### src/rtl/udm_bus_arbiter_pkg.sv
// Shared definitions for the UDM bus arbiter slice.
// Bus field widths, master ID constants and the arbiter FSM encoding.
package udm_pkg;

  localparam int ADDR_W = 32;
  localparam int DATA_W = 32;
  localparam int BE_W   = 4;

  // Master IDs double as the 1-bit tags held in the response ID FIFO.
  localparam logic M_UDM = 1'b0;
  localparam logic M_CPU = 1'b1;

  typedef enum logic {
    ST_IDLE  = 1'b0,
    ST_GRANT = 1'b1
  } arb_state_e;

endpackage

### src/rtl/udm_bus_arbiter_if.sv
// Simple req/ack/resp bus used by the UDM debug controller.
// master modport: drives req/we/addr/be/wdata, receives ack/resp/rdata.
// slave modport : the mirror image.
interface udm_bus_if;
  import udm_pkg::*;

  logic              req;
  logic              ack;
  logic              we;
  logic [ADDR_W-1:0] addr;
  logic [BE_W-1:0]   be;
  logic [DATA_W-1:0] wdata;
  logic              resp;
  logic [DATA_W-1:0] rdata;

  modport master (output req, we, addr, be, wdata, input ack, resp, rdata);
  modport slave  (input req, we, addr, be, wdata, output ack, resp, rdata);

endinterface

### src/rtl/udm_id_fifo.sv
// In-order FIFO of 1-bit master IDs for outstanding reads.
// Ports: clk_i/reset_i (sync, active high), push/din, pop/dout, full, empty.
// Push and pop may happen in the same cycle. Callers never push when full
// or pop when empty.
module udm_id_fifo #(
  parameter int DEPTH = 4
) (
  input  logic clk_i,
  input  logic reset_i,
  input  logic push,
  input  logic din,
  input  logic pop,
  output logic dout,
  output logic full,
  output logic empty
);
  localparam int AW = $clog2(DEPTH);

  logic [DEPTH-1:0] mem;
  // One extra pointer bit tells full from empty when the indices match.
  logic [AW:0]      wr_ptr;
  logic [AW:0]      rd_ptr;

  assign empty = (wr_ptr == rd_ptr);
  assign full  = (wr_ptr[AW] != rd_ptr[AW]) && (wr_ptr[AW-1:0] == rd_ptr[AW-1:0]);
  assign dout  = mem[rd_ptr[AW-1:0]];

  always_ff @(posedge clk_i) begin
    if (reset_i) begin
      wr_ptr <= '0;
      rd_ptr <= '0;
    end else begin
      if (push) begin
        mem[wr_ptr[AW-1:0]] <= din;
        wr_ptr              <= wr_ptr + 1'b1;
      end
      if (pop) rd_ptr <= rd_ptr + 1'b1;
    end
  end

endmodule

### src/rtl/udm_bus_arbiter.sv
// Two-master, one-slave arbiter for the UDM req/ack/resp bus.
// m0 = UART debug master, m1 = processor data port, s = shared slave bus.
// Ports: clk_i, reset_i (sync, active high), m0/m1 (slave side of each
// master bus), s (master side toward the slave), err_o (sticky: read
// response arrived with no outstanding read).
// One master is granted per address phase; accepted reads tag the ID FIFO
// so each read response is routed back to its issuer in order.
module udm_bus_arbiter
  import udm_pkg::*;
#(
  parameter bit RR_MODE    = 1'b1,
  parameter int RESP_DEPTH = 4
) (
  input  logic      clk_i,
  input  logic      reset_i,
  udm_bus_if.slave  m0,
  udm_bus_if.slave  m1,
  udm_bus_if.master s,
  output logic      err_o
);

  arb_state_e state;
  logic       gnt_id;
  logic       last_id;

  logic              g_req, g_we;
  logic [ADDR_W-1:0] g_addr;
  logic [BE_W-1:0]   g_be;
  logic [DATA_W-1:0] g_wdata;
  logic              granted, accept, push, pop, win;
  logic              head, full, empty;

  udm_id_fifo #(.DEPTH(RESP_DEPTH)) u_id_fifo (
    .clk_i  (clk_i),
    .reset_i(reset_i),
    .push   (push),
    .din    (gnt_id),
    .pop    (pop),
    .dout   (head),
    .full   (full),
    .empty  (empty)
  );

  always_comb begin
    g_req   = (gnt_id == M_CPU) ? m1.req   : m0.req;
    g_we    = (gnt_id == M_CPU) ? m1.we    : m0.we;
    g_addr  = (gnt_id == M_CPU) ? m1.addr  : m0.addr;
    g_be    = (gnt_id == M_CPU) ? m1.be    : m0.be;
    g_wdata = (gnt_id == M_CPU) ? m1.wdata : m0.wdata;
    granted = (state == ST_GRANT);

    // A read is held off while the ID FIFO is full; writes never stall.
    s.req   = granted & g_req & ~(~g_we & full);
    s.we    = granted & g_we;
    s.addr  = granted ? g_addr  : '0;
    s.be    = granted ? g_be    : '0;
    s.wdata = granted ? g_wdata : '0;

    accept  = s.ack & s.req;
    push    = accept & ~g_we;
    m0.ack  = accept & (gnt_id == M_UDM);
    m1.ack  = accept & (gnt_id == M_CPU);

    // Responses with nothing outstanding are dropped (and flagged below).
    pop      = s.resp & ~empty;
    m0.resp  = pop & (head == M_UDM);
    m1.resp  = pop & (head == M_CPU);
    m0.rdata = m0.resp ? s.rdata : '0;
    m1.rdata = m1.resp ? s.rdata : '0;

    // Contention goes to whoever did not win last; otherwise the lone requester.
    if (RR_MODE && m0.req && m1.req) win = ~last_id;
    else                             win = ~m0.req;
  end

  always_ff @(posedge clk_i) begin
    if (reset_i) begin
      state   <= ST_IDLE;
      gnt_id  <= M_UDM;
      last_id <= M_CPU;
      err_o   <= 1'b0;
    end else begin
      if (s.resp & empty) err_o <= 1'b1;
      case (state)
        ST_IDLE: begin
          if (m0.req | m1.req) begin
            gnt_id <= win;
            state  <= ST_GRANT;
          end
        end
        ST_GRANT: begin
          if (accept) begin
            last_id <= gnt_id;
            state   <= ST_IDLE;
          end else if (!g_req) begin
            // Master withdrew its request: abandon the grant.
            state <= ST_IDLE;
          end
        end
        default: state <= ST_IDLE;
      endcase
    end
  end

endmodule

### src/flat_wrapper.sv
// flat-port wrapper written by rule: the top's interface ports become plain ports
module udm_bus_arbiter_flat import udm_pkg::*;
#(
  parameter bit RR_MODE    = 1'b1,
  parameter int RESP_DEPTH = 4
)
  (clk_i, reset_i, err_o, m0_req, m0_we, m0_addr, m0_be, m0_wdata, m0_ack, m0_resp, m0_rdata, m1_req, m1_we, m1_addr, m1_be, m1_wdata, m1_ack, m1_resp, m1_rdata, s_req, s_we, s_addr, s_be, s_wdata, s_ack, s_resp, s_rdata);
  udm_bus_if m0_i ();
  udm_bus_if m1_i ();
  udm_bus_if s_i ();
  input  logic clk_i;
  input  logic reset_i;
  output logic err_o;
  input wire logic [$bits(m0_i.req)-1:0] m0_req;
  input wire logic [$bits(m0_i.we)-1:0] m0_we;
  input wire logic [$bits(m0_i.addr)-1:0] m0_addr;
  input wire logic [$bits(m0_i.be)-1:0] m0_be;
  input wire logic [$bits(m0_i.wdata)-1:0] m0_wdata;
  output wire logic [$bits(m0_i.ack)-1:0] m0_ack;
  output wire logic [$bits(m0_i.resp)-1:0] m0_resp;
  output wire logic [$bits(m0_i.rdata)-1:0] m0_rdata;
  input wire logic [$bits(m1_i.req)-1:0] m1_req;
  input wire logic [$bits(m1_i.we)-1:0] m1_we;
  input wire logic [$bits(m1_i.addr)-1:0] m1_addr;
  input wire logic [$bits(m1_i.be)-1:0] m1_be;
  input wire logic [$bits(m1_i.wdata)-1:0] m1_wdata;
  output wire logic [$bits(m1_i.ack)-1:0] m1_ack;
  output wire logic [$bits(m1_i.resp)-1:0] m1_resp;
  output wire logic [$bits(m1_i.rdata)-1:0] m1_rdata;
  output wire logic [$bits(s_i.req)-1:0] s_req;
  output wire logic [$bits(s_i.we)-1:0] s_we;
  output wire logic [$bits(s_i.addr)-1:0] s_addr;
  output wire logic [$bits(s_i.be)-1:0] s_be;
  output wire logic [$bits(s_i.wdata)-1:0] s_wdata;
  input wire logic [$bits(s_i.ack)-1:0] s_ack;
  input wire logic [$bits(s_i.resp)-1:0] s_resp;
  input wire logic [$bits(s_i.rdata)-1:0] s_rdata;
  assign m0_i.req = m0_req;
  assign m0_i.we = m0_we;
  assign m0_i.addr = m0_addr;
  assign m0_i.be = m0_be;
  assign m0_i.wdata = m0_wdata;
  assign m0_ack = m0_i.ack;
  assign m0_resp = m0_i.resp;
  assign m0_rdata = m0_i.rdata;
  assign m1_i.req = m1_req;
  assign m1_i.we = m1_we;
  assign m1_i.addr = m1_addr;
  assign m1_i.be = m1_be;
  assign m1_i.wdata = m1_wdata;
  assign m1_ack = m1_i.ack;
  assign m1_resp = m1_i.resp;
  assign m1_rdata = m1_i.rdata;
  assign s_req = s_i.req;
  assign s_we = s_i.we;
  assign s_addr = s_i.addr;
  assign s_be = s_i.be;
  assign s_wdata = s_i.wdata;
  assign s_i.ack = s_ack;
  assign s_i.resp = s_resp;
  assign s_i.rdata = s_rdata;
  udm_bus_arbiter #(.RR_MODE(RR_MODE), .RESP_DEPTH(RESP_DEPTH)) u_core (.clk_i(clk_i), .reset_i(reset_i), .m0(m0_i), .m1(m1_i), .s(s_i), .err_o(err_o));
endmodule
### config.mk
export PLATFORM = sky130hd
export DESIGN_NAME = udm_bus_arbiter_flat
export DESIGN_NICKNAME = d
export VERILOG_FILES = /design/src/rtl/udm_bus_arbiter_pkg.sv /design/src/rtl/udm_bus_arbiter_if.sv /design/src/rtl/udm_id_fifo.sv /design/src/rtl/udm_bus_arbiter.sv /design/src/flat_wrapper.sv
export SDC_FILE = /design/constraint.sdc
export NUM_CORES = 1
export LEC_CHECK = 0
export BUFFER_PORTS_ARGS = -buffer_cell sky130_fd_sc_hd__buf_4
export CORE_AREA = 3 3 123 125
export CTS_CLUSTER_SIZE = 14
export DETAILED_ROUTE_END_ITERATION = 10
export DIE_AREA = 0 0 126 128
export HOLD_SLACK_MARGIN = 0.06
export PLACE_DENSITY = 0.46
export SLEW_MARGIN = 15
export SYNTH_ARGS = -nofsm -noshare
export SYNTH_HDL_FRONTEND = slang
export SYNTH_HIERARCHICAL = 1
export SYNTH_SLANG_ARGS = --single-unit
### constraint.sdc
create_clock -name clk_i -period 6.3 [get_ports clk_i]
set_input_delay 0.315 -clock clk_i [delete_from_list [all_inputs] [get_ports clk_i]]
set_output_delay 0.315 -clock clk_i [all_outputs]
set_load 0.02 [all_outputs]
# == Yosys cells after proc, flatten, opt, wreduce, memory -nomap -nowiden ==
# Index checks and enable logic that the tools add are counted.
# word_totals
regBits,14
out_inout_bits,139
# classes
reduce_logical,6
n_addsub,2
muxes,20
bitwise_logic,22
magnitude_cmp,3
n_eq_ne,3
# op_table
cell,count
$mux 32,6
$and 1x1->1,12
$not 1->1,9
$mux 1,8
$mux 4,2
$add 3x1->3 const B,2
$lt 2x3->1 const B,2
$reduce_and 2->1,3
$bwmux 4,1
$eq 3x3->1,1
$logic_and 1x1->1,3
$bmux 1 s2,1
$demux 1 s2,1
$eq 2x2->1,1
$ge 2x1->1 const B,1
$pmux 1 s2,1
$ne 1x1->1,1
$or 1x1->1,1

# == Longest topological paths before layout ==
# Gate-level depths: netlist of run 1.
# depth
word_depth,8
mapped_depth,6

# == Hierarchy ==
# The synthesis of run 1 kept the hierarchy.
# modules_own_cells
module,instances,cells_each,seq_area_each_um2,area_per_inst_um2
udm_bus_arbiter,1,258,80.1,1905.6
udm_id_fifo,1,42,240.2,500.5

# == Least setup slack after synthesis of run 1 ==
# OpenSTA, ideal clock, no wires.
# synth_timing
path_type,register -> register
startpoint,register u_core.gnt_id
endpoint,register u_core.u_id_fifo.mem[0] (enable)
stages_incl_launch_ff,5
setup_time_ns,0.292
slack_ns,4.202
t_arrival_ns,1.806
t_required_ns,6.008
path_buffers,0
cell_sequence,dfxtp_1 -> mux2i_1 -> nor4b_1 -> nor2b_1 -> and2_1
# synth_between
elab_chain_cells,8
elab_cells_between_ends,10
classes_between,2 x mux; 7 x bitwise; 1 x reduce/logical
# synth_rtl
item,line_no,text
start: declaration,udm_bus_arbiter.sv:23,logic gnt_id;
start signal: assignment,udm_bus_arbiter.sv:87,gnt_id <= win;
$mux 1,udm_bus_arbiter.sv:46,g_we = (gnt_id == M_CPU) ? m1.we : m0.we;
$not 1->1,"udm_bus_arbiter.sv:53, udm_bus_arbiter.sv:60",
$and 1x1->1,udm_bus_arbiter.sv:53,s.req = granted & g_req & ~(~g_we & full);
$not 1->1,udm_bus_arbiter.sv:53,
$and 1x1->1,udm_bus_arbiter.sv:53,
$and 1x1->1,udm_bus_arbiter.sv:59,accept = s.ack & s.req;
$and 1x1->1 (*),udm_bus_arbiter.sv:60,push = accept & ~g_we;
net u_core.push,udm_bus_arbiter.sv:30,"logic granted, accept, push, pop, win;"
$reduce_and 2->1 (no source line) (*),n/a,
end signal: indexed assignment,udm_id_fifo.sv:34,mem[wr_ptr[AW-1:0]] <= din;
end: declaration,udm_id_fifo.sv:19,logic [DEPTH-1:0] mem;
# The timed path passes the listed nets; every way through them passes the cells marked *.
# A chain may end at the register's enable or synchronous reset.

# == Worst setup path after layout of run 1 ==
# Ends and elaborated chain as after synthesis.

==> results of run 1 <==
## metrics by stage
stage,worst slack (ns),instance area (µm²),hold WS [ns],power (mW)
CTS,2.87,4950,0.313,0.546
global route,2.72,4950,0.333,0.568
finish,2.92,4950,0.312,0.535
global placement,2.96,4880,0.456,0.423
detailed placement,2.92,4880,0.474,0.425
floorplan,4.20,2410,0.384,0.256
## sequential cells by signal, summed over array words and instances, names as in the netlist
register                 flops
u_core/err_o                 1
u_core/gnt_id                1
u_core/granted               1
u_core/last_id               1
u_core/u_id_fifo/mem         4
u_core/u_id_fifo/rd_ptr      3
u_core/u_id_fifo/wr_ptr      3
## metal layers
metal	vias to the layer above	global-route usage, %	routed length, µm
li1	1601	-	-
met1	1363	13.9	4060
met2	192	25.0	6260
met3	8	4.54	1350
met4	0	2.15	120
met5	-	0	0
## cells in the mapped netlist
library cell / instances / area share (%)
sky130_fd_sc_hd__nor2_1: 7 / 1.1
sky130_fd_sc_hd__edfxtp_1: 4 / 5.0
sky130_fd_sc_hd__dfxtp_1: 10 / 8.3
sky130_fd_sc_hd__xnor2_1: 3 / 1.1
sky130_fd_sc_hd__nor2b_1: 71 / 18
sky130_fd_sc_hd__and2_1: 38 / 9.9
sky130_fd_sc_hd__inv_1: 4 / 0.62
sky130_fd_sc_hd__mux2i_1: 73 / 30
sky130_fd_sc_hd__nand2_1: 3 / 0.47
sky130_fd_sc_hd__a211oi_2: 1 / 0.52
sky130_fd_sc_hd__and2b_1: 1 / 0.31
sky130_fd_sc_hd__clkbuf_1: 14 / 2.2
sky130_fd_sc_hd__nor4b_1: 1 / 0.36
sky130_fd_sc_hd__nor3_1: 2 / 0.42
sky130_fd_sc_hd__and3_1: 32 / 8.3
sky130_fd_sc_hd__clkbuf_2: 1 / 0.21
sky130_fd_sc_hd__nor2b_4: 1 / 0.57
sky130_fd_sc_hd__o21ai_0: 1 / 0.21
sky130_fd_sc_hd__nor3b_1: 1 / 0.31
sky130_fd_sc_hd__a211oi_1: 1 / 0.31
sky130_fd_sc_hd__a21oi_1: 6 / 1.2
sky130_fd_sc_hd__mux4_2: 1 / 0.94
sky130_fd_sc_hd__ha_1: 5 / 2.6
sky130_fd_sc_hd__mux2_2: 1 / 0.47
sky130_fd_sc_hd__a21bo_2: 2 / 0.83
sky130_fd_sc_hd__xor2_1: 2 / 0.73
sky130_fd_sc_hd__nand3b_1: 3 / 0.94
sky130_fd_sc_hd__buf_4: 7 / 2.2
sky130_fd_sc_hd__buf_2: 3 / 0.62
sky130_fd_sc_hd__o21ba_2: 1 / 0.42
## final cells by class
| class | instances | area share [%] |
|---|---|---|
| Clock buffer | 4 | 1.59 |
| Inverter | 4 | 0.303 |
| Multi-Input combinational cell | 257 | 39.3 |
| Tap cell | 180 | 4.55 |
| Sequential cell | 14 | 6.57 |
| Timing Repair Buffer | 315 | 47.7 |
## final timing paths
path / end / depth (start not counted) / start / slack, ns
max: u_core/u_id_fifo/mem[0] / 5 / u_core/gnt_id / 2.92
min: u_core/err_o / 3 / s_resp / 0.31
max reg2reg: u_core/u_id_fifo/mem[0] / 5 / u_core/gnt_id / 2.92
min reg2reg: u_core/err_o / 2 / u_core/err_o / 0.47
## worst max-delay path: stages (launching register included)
cell,delay (ns)
sky130_fd_sc_hd__dfxtp_4,0.49
sky130_fd_sc_hd__buf_4,0.79
sky130_fd_sc_hd__mux2i_1,0.49
sky130_fd_sc_hd__nor4b_1,0.85
sky130_fd_sc_hd__nor2b_1,0.29
sky130_fd_sc_hd__and2_1,0.16
## report_power, final
group	total [mW]	leakage (nW)	switching (mW)	internal [mW]
sequential	0.111	0.119	0.0150	0.0960
combinational	0.306	2.40	0.135	0.170
clock	0.119	0.0382	0.0335	0.0852
## cell families (layout without fill, tap and decap cells)
| logic type | Yosys count | in the layout | synth area share (%) |
|---|---|---|---|
| AND/OR/NAND/NOR | 160 | 160 | 41.1 |
| multiplexers | 75 | 75 | 31.8 |
| buffers and inverters | 29 | 323 | 5.82 |
| flip-flops | 14 | 14 | 13.3 |
| AO/OA/AOI/OAI | 12 | 12 | 3.54 |
| adder cells (fa/ha/maj) | 5 | 5 | 2.60 |
| XOR/XNOR | 5 | 5 | 1.82 |
==> impl.org, run 1 <==
** Run status
- Result of the run :: finished, final reports clean

** Synthesis
- During synthesis, Yosys emitted a total of 6 warnings.
- Each instance of the synthesized netlist takes up on average 8.02 µm².
- Sequential element share of the synthesized area :: between 10% and 20%
- The number of different library cells used by synthesis comes to 30.
- In the synthesized netlist, the number of instances is 300.
- The mapped netlist covers 2410 µm².
- Synthesis produced a netlist with a net count of about 480.
- Count of state elements after synthesis :: 14

** Clocking
- In this run the deepest clock path goes through 2 buffers.
- Number of setup buffers added after CTS :: 0
- Latest clock arrival within the worst-skew pair :: ~0.24 ns
- CTS placed an instance of sky130_fd_sc_hd__clkbuf_16 at the clock tree root.
- Post-cts repair resize count :: 0
- Hold buffer count at cts :: 0
- Number of clock sinks :: 14
- TritonCTS clock tree :: built
- Clock-pin slew was measured on the worst setup and hold paths at approximately 0.050 ns.
- CTS built an H-tree with a depth of 1.
- Clock tree synthesis inserted a total of 3 buffers.

** Die
- Area enclosed by the die boundary :: 16,100 µm²
- The initial utilization of the core area, before any placement, comes to between 10% and 20%.
- During I/O placement, the number of pins put on the boundary was approximately 320.
- Overall die height :: about 130 µm
- The die is between 100 and 150 µm wide.
- Placeable core region :: between 10,000 and 15,000 µm²
- The initialized floorplan defines 43 standard-cell rows.

** Global route
- Wire length of the first global-routing pass :: around 17,000 µm
- Initial antenna violation count :: 0
- Entering global routing, the biggest net connects 76 pins.
- GRT Util Overall :: about an eighth
- Total gr overflow :: 0
- The via count of the first global-routing pass came to roughly 3,100.

** Timing
- Worst Max-Slew Pin Slew :: about 1.0 ns
- RSZ-0062 raised after global routing :: false
- Total count of hold-check failures in the final report :: 0
- The smallest clock period supported by the final layout is computed as roughly 3.4 ns.
- Number of failing setup endpoints in the final timing report :: 0
- Of the available clock period, the critical path in the final layout requires around 54%.
- Rel. slew slack :: roughly a third
- Setup total negative slack on the finished layout was measured at 0 ns.
- The total count of max-transition violations in the final report was 0.
- The clock arrives with approximately 0.0057 ns of skew.
- Based on the critical path, the design can be clocked at up to a little under 300 MHz.

** Power
- The worst-case IR drop observed on VDD is around 0.000083 V.
- Leakage power of the design :: 2.56 nW
- Dividing total power by cell area gives a power density of between 100 and 150 nW/µm².

** Final layout
- From synthesis to final layout, the design area changed by 106%.
- After filler insertion, the fill cell instance count of the layout stands at 1,477.
- Across the whole layout, storage elements account for approximately 330 µm².
- The net count of the finished layout is about 780.
- Cells fill a little over a third of the core in the end.
- Share of layout cells above drive strength 1 :: between 50% and 60%
- The number of antenna diodes in the final layout is 0.
- Most common library cell in the layout ignoring fill and taps :: sky130_fd_sc_hd__buf_4
- Leading cell types in the layout, fill and taps excluded :: sky130_fd_sc_hd__buf_4, sky130_fd_sc_hd__mux2i_1, sky130_fd_sc_hd__nor2b_1
- Post-Layout Cell Count :: just under 800
- Area of combinational cells with multiple inputs :: 1950 µm²

** Placement
- Dpl cells :: 770
- Routability-driven placement finished with a final weighted congestion of just under 0.9.
- Once detailed placement completed, the half-perimeter wirelength came to between 10,000 and 15,000 µm.
- I/O Buffers :: roughly 310

** Critical path
- Along the worst path, the maximum fanout reaches 62.
- For the worst setup path, the data arrival time is 3.34 ns.
- Critical Path End Type :: register
- Data required time of the worst path :: 6.26 ns
- The worst setup path is launched from a register.
- The critical path is of the reg -> reg type.

** Routing
- Post-DR wirelength/cell :: about 15 µm
- Initial detailed-routing violation count :: 72
- Remaining DRCs :: 0
- Count of TritonRoute iterations in the first routing pass :: 4
- The detail route stage leaves a number of antenna-violating nets equal to 0.
- Via density per instance :: between 4 and 5
- The routed layout has between 3,000 and 4,000 vias.
- Total wire length after detailed routing :: 11,800 µm

** Job
- Across the run, the number of max-cap violations was 0.

** Hold path
- Worst min-delay path class :: in -> reg
No activity file was read; power rests on OpenSTA's default activity.
==> inputs of run 2 (changes only) <==
==> constraint.sdc (replaced) <==
create_clock -name clk_i -period 3.2 [get_ports clk_i]
set_input_delay 0.16 -clock clk_i [delete_from_list [all_inputs] [get_ports clk_i]]
set_output_delay 0.16 -clock clk_i [all_outputs]
set_load 0.02 [all_outputs]
==> impl.org, run 2 (synthesis gave the netlist of run 1 again) <==
** Power
- The cell leakage power is 2.58 nW (+0.85%).
- The power consumption is 1.09 mW (+100%).
- The power density over the cells came to 218 nW/µm² (+100%).
- The worst vdd rail ir drop came to 0.000133 V (+60%).

** Clocking
- Hold buffer count at cts :: 0 (unchanged)
- The clock net sink count was 14 (unchanged).
- Number of levels the H-tree was split into :: 1 (unchanged)
- Post-cts repair resize count :: 0 (unchanged)
- CTS placed an instance of sky130_fd_sc_hd__clkbuf_16 at the clock tree root.
- Clock tree buffer depth :: 2 (unchanged)
- Number of setup buffers added after CTS :: 0 (unchanged)
- The number of buffers created by CTS was 3 (unchanged).
- TritonCTS clock tree :: built
- Clock-pin slew on the worst setup and hold paths :: 0.05 ns (about the same)
- Latest clock arrival within the worst-skew pair :: 0.24 ns (about the same)

** Placement
- The area of placed instances was 4900 µm² (+0.46%).
- The post-detailed-placement half-perimeter wirelength is 10,500 µm (+2.2%).
- The count of buffers from port buffering was 314 (unchanged).
- The placer congestion estimate was 0.884 (+2.0%).

** Final layout
- Leading cell types in the layout, fill and taps excluded :: sky130_fd_sc_hd__buf_4, sky130_fd_sc_hd__mux2i_1, sky130_fd_sc_hd__nor2b_1
- The number of flip-flops in the largest register was 4 (unchanged).
- The number of antenna diodes was 0 (unchanged).
- Sequential Area :: 325 µm² (unchanged)
- Layout net count :: 779 (+0.39%)
- Design area :: 4990 µm² (+0.66%)
- The final cell utilization of the core is 35.7% (+0.23 points).
- The area used by multi-input combinational logic came to 1950 µm² (unchanged).
- Number of filler cells placed in the layout :: 1,495 (+1.2%)
- The layout cell share with drive strength beyond 1 came to 55.4% (+0.39 points).
- The library cell used most frequently in the layout, excluding fill and tap cells, is sky130_fd_sc_hd__buf_4.
- Area growth from synthesis to layout :: 107%

** Die
- Row cnt :: 43 (unchanged)
- Floorplan die width :: 126 µm (unchanged)
- The area of the core region is 14,000 µm² (unchanged).
- Area enclosed by the die boundary :: 16,100 µm² (unchanged)
- Initial standard-cell utilization of the core :: 17.2% (unchanged)
- The height of the die came to 128 µm (unchanged).
- I/O pin total :: 315 (unchanged)

** Critical path
- Data arrival time of the critical path :: 2.68 ns (-0.66 ns)
- Following the worst setup path forward leads to its endpoint at m0_rdata[7].
- The delay of the slowest critical-path stage was 0.73 ns (-0.12 ns).
- Critical path class :: reg -> out
- Critical path launch point type :: register
- Critical-path cell with the highest stage delay :: sky130_fd_sc_hd__and2b_1
- The worst register-to-register path begins at u_core/gnt_id.
- Number of cells traversed by the worst register-to-register path :: 7 (+2)
- Launch point of the critical path :: u_core/u_id_fifo/rd_ptr[0]
- Critical Path End Type :: output pin
- Data required time of the worst path :: 3.04 ns (-3.22 ns)
- The endpoint identified for the worst register-to-register timing path is u_core/u_id_fifo/mem[1].
- The highest net fanout along the worst path came to 38 (-39%).
- The worst setup slack for register-to-register paths was 0.93 ns (-1.99 ns).
- CP Cell Sequence :: xor2_1 -> nor3b_1 -> nor2b_4 -> and2b_1 -> and2_1 -> buf_4

** Global route
- Pin count of the biggest net entering global routing :: 66 (-13%)
- Total gr overflow :: 0 (unchanged)
- The total global-route track usage was 13.2% (+0.20 points).
- The global-route wire length before repair is 17,300 µm (+0.20%).
- The initial antenna violation count came to 0 (unchanged).
- The via count of the first global-routing pass is 3,191 (+1.9%).

** Timing
- Setup clock skew after layout :: 0.00515 ns (-0.000520 ns)
- The measured slew at the worst slew-check pin came to 0.773 ns (-0.257 ns).
- The final hold slack is 0.170 ns (-0.142 ns).
- RSZ-0062 raised after global routing :: false
- Total count of hold-check failures in the final report :: 0 (unchanged)
- Final min period :: ~2.8 ns
- After layout, the worst path uses between 80 and 90% of the clock period.
- Count of pins over their slew limit :: 0 (unchanged)
- Rel. slew slack :: 48.5% (+17 points)
- For this run, the top clock speed supported by timing is 352 MHz.
- Number of failing setup endpoints in the final timing report :: 0 (unchanged)
- TNS Setup :: 0 ns (unchanged)

** Routing
- Via total after detailed routing :: 3,220 (+1.8%)
- Remaining DRCs :: 0 (unchanged)
- The mean routed wirelength per cell came to 15.5 µm (+1.6%).
- Post-detailed-route count of antenna-violating nets :: 0 (unchanged)
- Count of TritonRoute iterations in the first routing pass :: 4 (unchanged)
- The final routed wirelength across all metal layers was 12,000 µm (+2.0%).
- The via-per-instance ratio is 4.14 (+1.4%).
- The initial DRC count came to 47 (-35%).

** Run status
- Result of the run :: finished, final reports clean

** Hold path
- Worst Hold Launch :: s_resp
- In this run the worst hold path is classified as in -> reg.

** Job
- Max-Cap Viols :: 0 (unchanged)
-- run 2: worst min-delay path by stage --
stage / end / slack, ns / cells past startpoint
after floorplan: u_core/gnt_id / 0.23 / 1
after global placement: u_core/err_o / 0.42 / 3
after detailed placement: u_core/err_o / 0.42 / 3
after CTS: u_core/err_o / 0.17 / 3
after global routing: u_core/gnt_id / 0.20 / 2
final: u_core/err_o / 0.17 / 3
-- run 2: metal layers --
layer	global-route usage [%]	up-vias	wire, µm
met5	0	-	0
met4	3.66	0	255
met3	4.83	14	1400
met2	25.4	200	6350
met1	13.4	1397	4020
li1	-	1609	-
-- run 2: critical path, delay by kind of cell (launching register included) --
kind	cells	cell delay, ns
buf+inv	1	0.14
xor+xnor	1	0.22
flops	1	0.43
simple gates	4	1.64
-- run 2: report_power, final --
part           total [mW]  internal (mW)  leakage [nW]  switching [mW]
Combinational       0.630          0.336          2.42           0.293
Clock               0.260          0.189        0.0442          0.0706
Sequential          0.196          0.189         0.119         0.00728
-- run 2: per-stage QoR --
step	cells	worst slack [ns]
global route	777	0.0825
floorplan	300	1.10
finish	777	0.358
global placement	773	0.826
detailed placement	773	0.611
CTS	777	0.351
-- run 2: final cells by class --
class | count | share of cell area, %
clock buffers | 4 | 1.78
inverters | 4 | 0.301
multi-input cells | 257 | 39.0
flip-flops and latches | 14 | 6.52
well taps | 180 | 4.52
repair buffers | 318 | 47.9
==> inputs of run 3 (changes only) <==
==> constraint.sdc (replaced) <==
create_clock -name clk_i -period 3.2 [get_ports clk_i]
set_input_delay 0.32 -clock clk_i [delete_from_list [all_inputs] [get_ports clk_i]]
set_output_delay 0.32 -clock clk_i [all_outputs]
set_load 0.02 [all_outputs]
==> impl.org, run 3 (synthesis gave the netlist of run 1 again) <==
** Die
- Floorplan die width :: 126 µm (unchanged)
- The overall die area is 16,100 µm² (unchanged).
- Initial standard-cell utilization of the core :: 17.2% (unchanged)
- Row cnt :: 43 (unchanged)
- Placeable core region :: 14,000 µm² (unchanged)
- The height of the die was 128 µm (unchanged).
- The I/O pin count came to 315 (unchanged).

** Routing
- Post-DR wirelength/cell :: 15.2 µm (-1.8%)
- The number of routed nets with antenna violations came to 0 (unchanged).
- Count of TritonRoute iterations in the first routing pass :: 4 (unchanged)
- Remaining DRCs :: 0 (unchanged)
- The via-per-instance ratio came to 4.10 (-1.0%).
- Total wire length after detailed routing :: 11,800 µm (-1.6%)
- Via total after detailed routing :: 3,191 (-0.90%)
- The initial DRC count is 68 (+45%).

** Final layout
- In the layout the commonest cells are sky130_fd_sc_hd__buf_4, sky130_fd_sc_hd__mux2i_1, sky130_fd_sc_hd__nor2b_1.
- Most common library cell in the layout ignoring fill and taps :: sky130_fd_sc_hd__buf_4
- Number of filler cells placed in the layout :: 1,486 (-0.60%)
- The final cell utilization of the core is 35.6% (about the same).
- Layout net count :: 780 (+0.13%)
- Share of layout cells above drive strength 1 :: 55.5% (+0.075 points)
- Antenna cell count :: 0 (unchanged)
- Flip-flop count of the largest register, all copies and words added :: 4 (unchanged)
- Post-Layout Cell Count :: 778 (+0.13%)
- Area growth from synthesis to layout :: 107% (about the same)
- The design area is 4990 µm² (about the same).

** Timing
- The number of hold violations in the final report was 0 (unchanged).
- Setup clock skew after layout :: 0.00158 ns (-0.00357 ns)
- The measured slew at the worst slew-check pin came to 0.666 ns (-0.107 ns).
- The worst setup margin is 0.442 ns (+0.0846 ns).
- The final hold slack came to 0.339 ns (+0.169 ns).
- Number of failing setup endpoints in the final timing report :: 0 (unchanged)
- Final min period :: 2.76 ns (-0.0846 ns)
- The setup TNS is 0 ns (unchanged).
- The total count of max-transition violations in the final report is 0 (unchanged).
- Max Fclk :: 363 MHz (+3.1%)
- RSZ-0062 raised after global routing :: false
- Post-route fraction of the period consumed by the critical path :: 86.2% (-2.6 points)
- Rel. slew slack :: 55.5% (+7.1 points)

** Clocking
- Number of setup buffers added after CTS :: 0 (unchanged)
- Latest clock arrival within the worst-skew pair :: 0.24 ns (about the same)
- The cell sitting at the root of the clock tree is a sky130_fd_sc_hd__clkbuf_16.
- The number of H-tree levels was 1 (unchanged).
- Hold buffer count at cts :: 0 (unchanged)
- The number of buffers created by CTS is 3 (unchanged).
- Clock-pin slew on the worst setup and hold paths :: 0.05 ns (about the same)
- Number of clock sinks :: 14 (unchanged)
- TritonCTS built the clock tree.
- Clock tree buffer depth :: 2 (unchanged)

** Critical path
- STA classifies the critical path startpoint as a register.
- The slowest stage of the critical path is the sky130_fd_sc_hd__nor2b_4 cell.
- Critical path class :: reg -> out
- STA classifies the critical path endpoint as an output pin.
- The delay of the slowest critical-path stage was 0.56 ns (-0.17 ns).
- The signal on the critical path passes through xor2_1 -> nor3b_1 -> nor2b_4 -> and2b_2 -> and2_1 -> buf_4.
- Data arrival time of the critical path :: 2.44 ns (-0.24 ns)
- Data required time of the worst path :: 2.88 ns (-0.16 ns)
- The highest net fanout along the worst path was 38 (unchanged).

** Power
- Leakage power of the design :: 2.58 nW (about the same)
- The worst vdd rail ir drop came to 0.000142 V (+7.2%).
- The power consumption was 1.06 mW (-2.2%).
- The power density over the cells is 213 nW/µm² (-2.2%).

** Placement
- Pre-CTS setup slack :: 0.461 ns (-0.150 ns)
- The number of placed instances, taps included was 774 (+0.13%).
- The area of placed instances came to 4910 µm² (+0.15%).
- Placer Congestion :: 0.869 (-1.6%)
- I/O Buffers :: 314 (unchanged)
- Detailed placer's ending HPWL :: 10,400 µm (-0.52%)

** Job
- Max-Cap Viols :: 0 (unchanged)

** Global route
- The total global-route track usage came to 13.2% (-0.046 points).
- The final global-route overflow total was 0 (unchanged).
- Wire length of the first global-routing pass :: 17,300 µm (about the same)
- The pin count of the biggest net entering global routing was 69 (+4.5%).
- Via count of the first global-routing pass :: 3,217 (+0.81%)
- Initial antenna violation count :: 0 (unchanged)

** Hold path
- Worst min-delay path class :: in -> reg

** Run status
- Result of the run :: finished, final reports clean
[run 3: cell types whose count changed in the layout (fill, tap and decap cells not counted), sizes merged]
cell / before / now
buf: 318 / 319
[run 3: report_power, final]
group | internal [mW] | leakage [nW] | total [mW] | switching (mW)
registers | 0.189 | 0.119 | 0.196 | 0.00720
logic | 0.337 | 2.42 | 0.629 | 0.293
clock network | 0.168 | 0.0382 | 0.236 | 0.0683
total | 0.694 | 2.58 | 1.06 | 0.368
[run 3: per-layer routing]
| layer | up-vias | track usage, % | share of wire, % |
|---|---|---|---|
| met4 | 0 | 1.83 | 0.96 |
| met5 | - | 0 | 0 |
| li1 | 1608 | - | - |
| met1 | 1381 | 13.6 | 34 |
| met3 | 6 | 4.75 | 12 |
| met2 | 196 | 25.9 | 54 |
[run 3: timing repair]
item,CTS,global route
endpoints found under the setup margin,0,33
hold endpoints to repair,0,0
gates resized for setup,0,1
[run 3: worst paths after layout]
kind                              startpoint                       to  slack (ns)  cells after the start
setup / recovery  u_core/u_id_fifo/wr_ptr[0]             m0_rdata[31]        0.44                      6
hold / removal                       reset_i            u_core/gnt_id        0.34                      2
setup reg to reg  u_core/u_id_fifo/wr_ptr[0]  u_core/u_id_fifo/mem[1]        1.22                      6
hold reg to reg                 u_core/err_o             u_core/err_o        0.50                      2
[run 3: layout make-up]
type                            count  area (µm²)  share of cell area (%)
Clock buffer                        4        78.8                    1.58
Inverter                            4        15.0                   0.301
Multi-Input combinational cell    257        1950                    39.0
Sequential cell                    14         325                    6.52
Tap cell                          180         225                    4.52
Timing Repair Buffer              319        2390                    48.0
[run 3: worst max-delay path, delay by kind of cell (launching register included)]
kind                      cells  cell delay (ns)
and+or+nand+nor               4             1.41
DFF                           1             0.43
xor gates and xnor gates      1             0.22
buffers and inverters         1             0.14
